<file path="src/rtl/spi_shiftout_reg_if.sv">
`default_nettype none
// ============================================================================
// Module   : spi_shiftout_reg_if
// Purpose  : Load handshake and serial-side signals of the MISO shift-out register.
// Revision : 1.0 - initial release
// ============================================================================
interface spi_shiftout_reg_if #(
    parameter int DATA_WIDTH = 8
);
    logic                  load_valid;
    logic [DATA_WIDTH-1:0] load_data;
    logic                  load_ready;
    logic                  shift_en;
    logic                  dout;
    logic                  busy;
    logic                  done;
    logic                  underrun;

    modport master (
        output load_valid,
        output load_data,
        output shift_en,
        input  load_ready,
        input  dout,
        input  busy,
        input  done,
        input  underrun
    );

    modport slave (
        input  load_valid,
        input  load_data,
        input  shift_en,
        output load_ready,
        output dout,
        output busy,
        output done,
        output underrun
    );
endinterface
`default_nettype wire

</file>
<file path="src/rtl/spi_shiftout_reg.sv">
`default_nettype none
// ============================================================================
// Module   : spi_shiftout_reg
// Purpose  : MISO-side MSB-first shift register with a one-word holding buffer.
// Revision : 1.0 - initial release
// ============================================================================
module spi_shiftout_reg #(
    parameter int   DATA_WIDTH = 8,
    parameter logic IDLE_LEVEL = 1'b1
) (
    input  logic                 clk,
    input  logic                 rst,
    spi_shiftout_reg_if.slave    bus
);
    localparam int                 c_CNT_W = $clog2(DATA_WIDTH);
    localparam logic [c_CNT_W-1:0] c_LAST  = c_CNT_W'(DATA_WIDTH - 1);

    typedef enum logic [0:0] {
        S_IDLE  = 1'b0,
        S_SHIFT = 1'b1
    } state_t;

    state_t                r_state;
    logic [DATA_WIDTH-1:0] r_sreg;
    logic [c_CNT_W-1:0]    r_cnt;
    logic [DATA_WIDTH-1:0] r_hold_data;
    logic                  r_hold_full;
    logic                  r_load_ready;
    logic                  r_done;
    logic                  r_underrun;

    state_t                w_state_nxt;
    logic [DATA_WIDTH-1:0] w_sreg_nxt;
    logic [c_CNT_W-1:0]    w_cnt_nxt;
    logic                  w_take;
    logic                  w_done_nxt;
    logic                  w_underrun_nxt;
    logic                  w_accept;
    logic                  w_hold_full_nxt;

    // Accept and take are mutually exclusive: one needs the buffer empty, the other full.
    assign w_accept        = bus.load_valid && r_load_ready;
    assign w_hold_full_nxt = w_take ? 1'b0 : (w_accept ? 1'b1 : r_hold_full);

    always_comb begin
        w_state_nxt    = r_state;
        w_sreg_nxt     = r_sreg;
        w_cnt_nxt      = r_cnt;
        w_take         = 1'b0;
        w_done_nxt     = 1'b0;
        w_underrun_nxt = 1'b0;
        case (r_state)
            S_IDLE: begin
                w_underrun_nxt = bus.shift_en;
                if (r_hold_full) begin
                    w_sreg_nxt  = r_hold_data;
                    w_cnt_nxt   = '0;
                    w_take      = 1'b1;
                    w_state_nxt = S_SHIFT;
                end
            end
            S_SHIFT: begin
                if (bus.shift_en) begin
                    if (r_cnt == c_LAST) begin
                        w_done_nxt = 1'b1;
                        if (r_hold_full) begin
                            // Chain straight into the next word so the bit stream has no gap.
                            w_sreg_nxt = r_hold_data;
                            w_cnt_nxt  = '0;
                            w_take     = 1'b1;
                        end else begin
                            w_sreg_nxt  = {DATA_WIDTH{IDLE_LEVEL}};
                            w_state_nxt = S_IDLE;
                        end
                    end else begin
                        w_sreg_nxt = {r_sreg[DATA_WIDTH-2:0], 1'b0};
                        w_cnt_nxt  = r_cnt + c_CNT_W'(1);
                    end
                end
            end
            default: begin
                w_sreg_nxt  = {DATA_WIDTH{IDLE_LEVEL}};
                w_state_nxt = S_IDLE;
            end
        endcase
    end

    always_ff @(posedge clk or negedge rst) begin
        if (!rst) begin
            r_state      <= S_IDLE;
            r_sreg       <= {DATA_WIDTH{IDLE_LEVEL}};
            r_cnt        <= '0;
            r_hold_data  <= '0;
            r_hold_full  <= 1'b0;
            r_load_ready <= 1'b1;
            r_done       <= 1'b0;
            r_underrun   <= 1'b0;
        end else begin
            r_state      <= w_state_nxt;
            r_sreg       <= w_sreg_nxt;
            r_cnt        <= w_cnt_nxt;
            r_hold_full  <= w_hold_full_nxt;
            r_load_ready <= !w_hold_full_nxt;
            r_done       <= w_done_nxt;
            r_underrun   <= w_underrun_nxt;
            if (w_accept) begin
                r_hold_data <= bus.load_data;
            end
        end
    end

    assign bus.load_ready = r_load_ready;
    assign bus.dout       = r_sreg[DATA_WIDTH-1];
    assign bus.busy       = (r_state == S_SHIFT);
    assign bus.done       = r_done;
    assign bus.underrun   = r_underrun;

endmodule
`default_nettype wire
</file>
<file path="src/flat_wrapper.sv">
// flat-port wrapper written by rule: the top's interface ports become plain ports
module spi_shiftout_reg_flat 
#(
    parameter int   DATA_WIDTH = 8,
    parameter logic IDLE_LEVEL = 1'b1
)
  (clk, rst, bus_load_valid, bus_load_data, bus_shift_en, bus_load_ready, bus_dout, bus_busy, bus_done, bus_underrun);
  spi_shiftout_reg_if #(.DATA_WIDTH(DATA_WIDTH)) bus_i ();
  input  logic clk;
  input  logic rst;
  input wire logic [$bits(bus_i.load_valid)-1:0] bus_load_valid;
  input wire logic [$bits(bus_i.load_data)-1:0] bus_load_data;
  input wire logic [$bits(bus_i.shift_en)-1:0] bus_shift_en;
  output wire logic [$bits(bus_i.load_ready)-1:0] bus_load_ready;
  output wire logic [$bits(bus_i.dout)-1:0] bus_dout;
  output wire logic [$bits(bus_i.busy)-1:0] bus_busy;
  output wire logic [$bits(bus_i.done)-1:0] bus_done;
  output wire logic [$bits(bus_i.underrun)-1:0] bus_underrun;
  assign bus_i.load_valid = bus_load_valid;
  assign bus_i.load_data = bus_load_data;
  assign bus_i.shift_en = bus_shift_en;
  assign bus_load_ready = bus_i.load_ready;
  assign bus_dout = bus_i.dout;
  assign bus_busy = bus_i.busy;
  assign bus_done = bus_i.done;
  assign bus_underrun = bus_i.underrun;
  spi_shiftout_reg #(.DATA_WIDTH(DATA_WIDTH), .IDLE_LEVEL(IDLE_LEVEL)) u_core (.clk(clk), .rst(rst), .bus(bus_i));
endmodule
</file>
<file path="config.mk">
export PLATFORM = sky130hd
export DESIGN_NAME = spi_shiftout_reg_flat
export DESIGN_NICKNAME = d
export VERILOG_FILES = /design/src/rtl/spi_shiftout_reg_if.sv /design/src/rtl/spi_shiftout_reg.sv /design/src/flat_wrapper.sv
export SDC_FILE = /design/constraint.sdc
export NUM_CORES = 1
export LEC_CHECK = 0
export ABC_CLOCK_PERIOD_IN_PS = 1600
export CORE_ASPECT_RATIO = 1.4
export CORE_MARGIN = 3
export CORE_UTILIZATION = 46
export DETAILED_ROUTE_END_ITERATION = 10
export PLACE_DENSITY = 0.79
export REMOVE_ABC_BUFFERS = 1
export SLEW_MARGIN = 20
export SYNTH_ARGS = -nofsm -noshare
export SYNTH_HDL_FRONTEND = slang
export SYNTH_SLANG_ARGS = --single-unit
</file>
<file path="constraint.sdc">
create_clock -name clk -period 1.6 [get_ports clk]
set_input_delay 0.16 -clock clk [delete_from_list [all_inputs] [get_ports clk]]
set_output_delay 0.16 -clock clk [all_outputs]
set_load 0.02 [all_outputs]
</file>
==> flow_summary_export.csv <==
group,metric,value,unit
power,p_int,1.439,mW
sta,setup_viol,0,
job,maxCapViolCount,0,
sta,whs,0.1845,ns
cells_and_area,fin_nets,121,
worst_setup_path,required,1.82,ns
sta,fin_setup_tns,0,ns
worst_setup_path,path_max_fanout,6,
sta,finalCritPeriodShare,93.53,%
cts,insertion_delay,0.32,ns
route,ant_nets,0,
cts,htreeDepth,1,
synthesis,yosys_register_bits,24,
sta,layout_setup_ws,0.1036,ns
global_routing,globalRoute.totalOverflow,0,
cells_and_area,drive_gt1_share,33.02,%
cells_and_area,fill_cells,184,
worst_setup_path,crit_path_end_kind,"register",
placed_design,gp_congestion,0.7613,
route,drtIter0Drc,7,
synthesis,synth.most_common_cell,"dfrtp_1",
floorplan,start_util,49.16,%
cts,clockRootBuffer,"clkbuf_4",
global_routing,track_usage,13.70,%
status,status,"completed",
route,top_layer,"met4",
synthesis,synth_edf_count,0,
power,p_leak,0.5543,nW
worst_setup_path,worstSetupPathType,"reg2reg",
power,p_clk_share,12.8,%
sta,skew,0.008098,ns
route,wl_met2,879,um
floorplan,io_pins,17,
cts,cts.clk_slew.worst_paths,0.13,ns
cts,cts.sinks,24,
global_routing,grt_pass1_vias,706,
global_routing,grt_first_pass_wirelength,2939,um
sta,maxSlewHeadroom,72.71,%
placed_design,place.detailed.hpwl,1299,um
cells_and_area,instances_no_fill,128,
power,power_frac_comb,34.8,%
floorplan,num_rows,20,
placed_design,io_buffers,16,
route,vias_per_cell,5.547,
floorplan,coreArea,0.002227,sq mm
cts,tritoncts,"done",
cts,cts_buffers,3,
cts,holdBufCountCts,0,
synthesis,synth-simple-area-share,8.229,%
route,vias,710,
synthesis,synth_top_area_share,34.29,%
sta,fin_crit,1.496,ns
route,post_drt_wl_per_cell,13.96,um
sta,rsz0062_at_grt,"false",
sta,drv_slew,0,
sta,tightestPinTransition,0.4094,ns
floorplan,fp.dieH,63.73,um
route,wl_met1,803,um
cells_and_area,final_area,0.001296,sq mm
synthesis,synth_compound_area_share,17.26,%
synthesis,netlist_top_cells_count,"15 x dfrtp_1, 9 x dfstp_2, 9 x mux2_2, 9 x nand2_1, 7 x o22ai_1",
cells_and_area,diodes,0,
power,switching_share,31.95,%
cts,cts_buffer_depth,2,
placed_design,dpl-instance-area,0.001262,sq mm
synthesis,synthFlopType,"dfrtp_1",
synthesis,yosysWarnings,0,
synthesis,synth_xor_area_share,0,%
power,p_sw,0.6756,mW
worst_setup_path,cp.arrival,1.72,ns
synthesis,synth.avg_cell_area,12.73,sq um
synthesis,synthAdderAreaFrac,2.286,%
synthesis,syn_inst,86,
power,worst_ir_drop_vdd,799.0,uV
global_routing,grt_max_degree,25,
route,wl_met3,57,um
min_path,min_path_type,"in2async",
power,seqPwrFrac,52.4,%
synthesis,synthArstFlopShare,100.0,%
route,drc,0,
synthesis,synthesis.area,0.001095,sq mm
synthesis,yosys.area.top_type,"dfrtp_1",
floorplan,dieArea,0.003010,sq mm
route,wl,1787,um
synthesis,synth.area.top_cells,"dfrtp_1 34%, dfstp_2 22%, mux2_2 9.3%",
placed_design,post-place-cells,123,
synthesis,synth.distinct_cells,26,
placed_design,dp_slack,0.03954,ns
synthesis,synth_top_family_by_area,"compound AO/OA/AOI/OAI gates",
worst_setup_path,ff2ff_path_depth,5,
power,power.density,1631,mW/mm^2
synthesis,synthMuxAreaShare,11.43,%
route,firstDrtPassIters,4,
sta,hold_viol_final,0,
floorplan,fp.dieW,47.23,um
cells_and_area,area_delta_synth_final,18.40,%
worst_setup_path,critPathLaunchType,"register",
synthesis,ys_seq_area_share,55.89,%
sta,max_freq,0.6683,GHz
global_routing,antenna_found_initial,0,
-- area by class of cell --
cell class	instances	area, sq um	area share, %
Tap cell	22	27.53	2.124
Timing Repair Buffer	21	195.2	15.06
Inverter	1	3.754	0.2896
Clock buffer	4	26.28	2.027
Multi-Input combinational cell	56	431.7	33.30
Sequential cell	24	611.8	47.20
-- path summary, 6_finish.rpt --
check / startpoint / to / slack, ns
max in group asynchronous: rst / u_core.r_sreg[7] / 1.12
min in group clk: bus_load_data[0] / u_core.r_hold_data[0] / 0.44
hold reg to reg: u_core.r_sreg[4] / u_core.r_sreg[4] / 0.47
hold / removal: rst / u_core.r_cnt[0] / 0.18
setup reg to reg: u_core.r_cnt[0] / u_core.r_cnt[0] / 0.10
setup / recovery: u_core.r_cnt[0] / u_core.r_cnt[0] / 0.10
-- logic make-up after synthesis --
family,Yosys count
DFF,24
adders and majority gates,2
and+or+nand+nor,17
muxes,11
buffers and inverters,6
AOI/OAI and AO/OA,26
-- layout by cell type (no fill, tap or decap), types with 3 or more instances in the layout --
cell type / count
a22o_1: 5
buf_4: 5
clkbuf_4: 3
clkdlybuf4s50_1: 14
dfrtp_1: 15
dfstp_2: 9
mux2_2: 9
nand2_1: 9
o21ai_1: 5
o21ai_2: 3
o22ai_1: 7
-- power by group through the flow --
stage	Clock (mW)	Sequential, mW	Combinational (mW)
after floorplan	0	1.11	0.502
after global placement	0	1.11	0.705
after detailed placement	0	1.12	0.742
after CTS	0.274	1.11	0.728
after global routing	0.299	1.14	0.814
final	0.271	1.11	0.735
-- layer usage --
metal  vias to the layer above  global-route usage (%)
met4                         0                   8.304
met3                         5                   2.571
met2                        14                   20.13
li1                        354                       -
met5                         -                       0
met1                       337                   17.84
-- worst max-delay path, cell delays in order (launching register included) --
cell and delay (ns):
dfrtp_1 0.43, ha_1 0.21, ha_2 0.21, nand2b_1 0.17, nor2b_4 0.14, a22o_1 0.24
-- state kept, by name, indices dropped and copies added, names as in the netlist --
name                   count
u_core.bus.done            1
u_core.r_cnt               3
u_core.r_hold_full         1
u_core.bus.load_ready      1
u_core.r_sreg              8
u_core.bus.busy            1
u_core.bus.underrun        1
u_core.r_hold_data         8
-- per-stage QoR --
stage	power, mW	utilization (%)
2_1_floorplan	1.615	-
4_1_cts	2.112	57.75
5_1_grt	2.249	58.20
3_5_place_dp	1.865	56.69
3_3_place_gp	1.815	56.69
6_report	2.114	58.20
-- timing repair --
action                     4_1_cts  5_1_grt
setup endpoints to repair        2        9
setup buffers                    0        1
gates resized for setup          2        1
(Power assumes the default switching activity.)
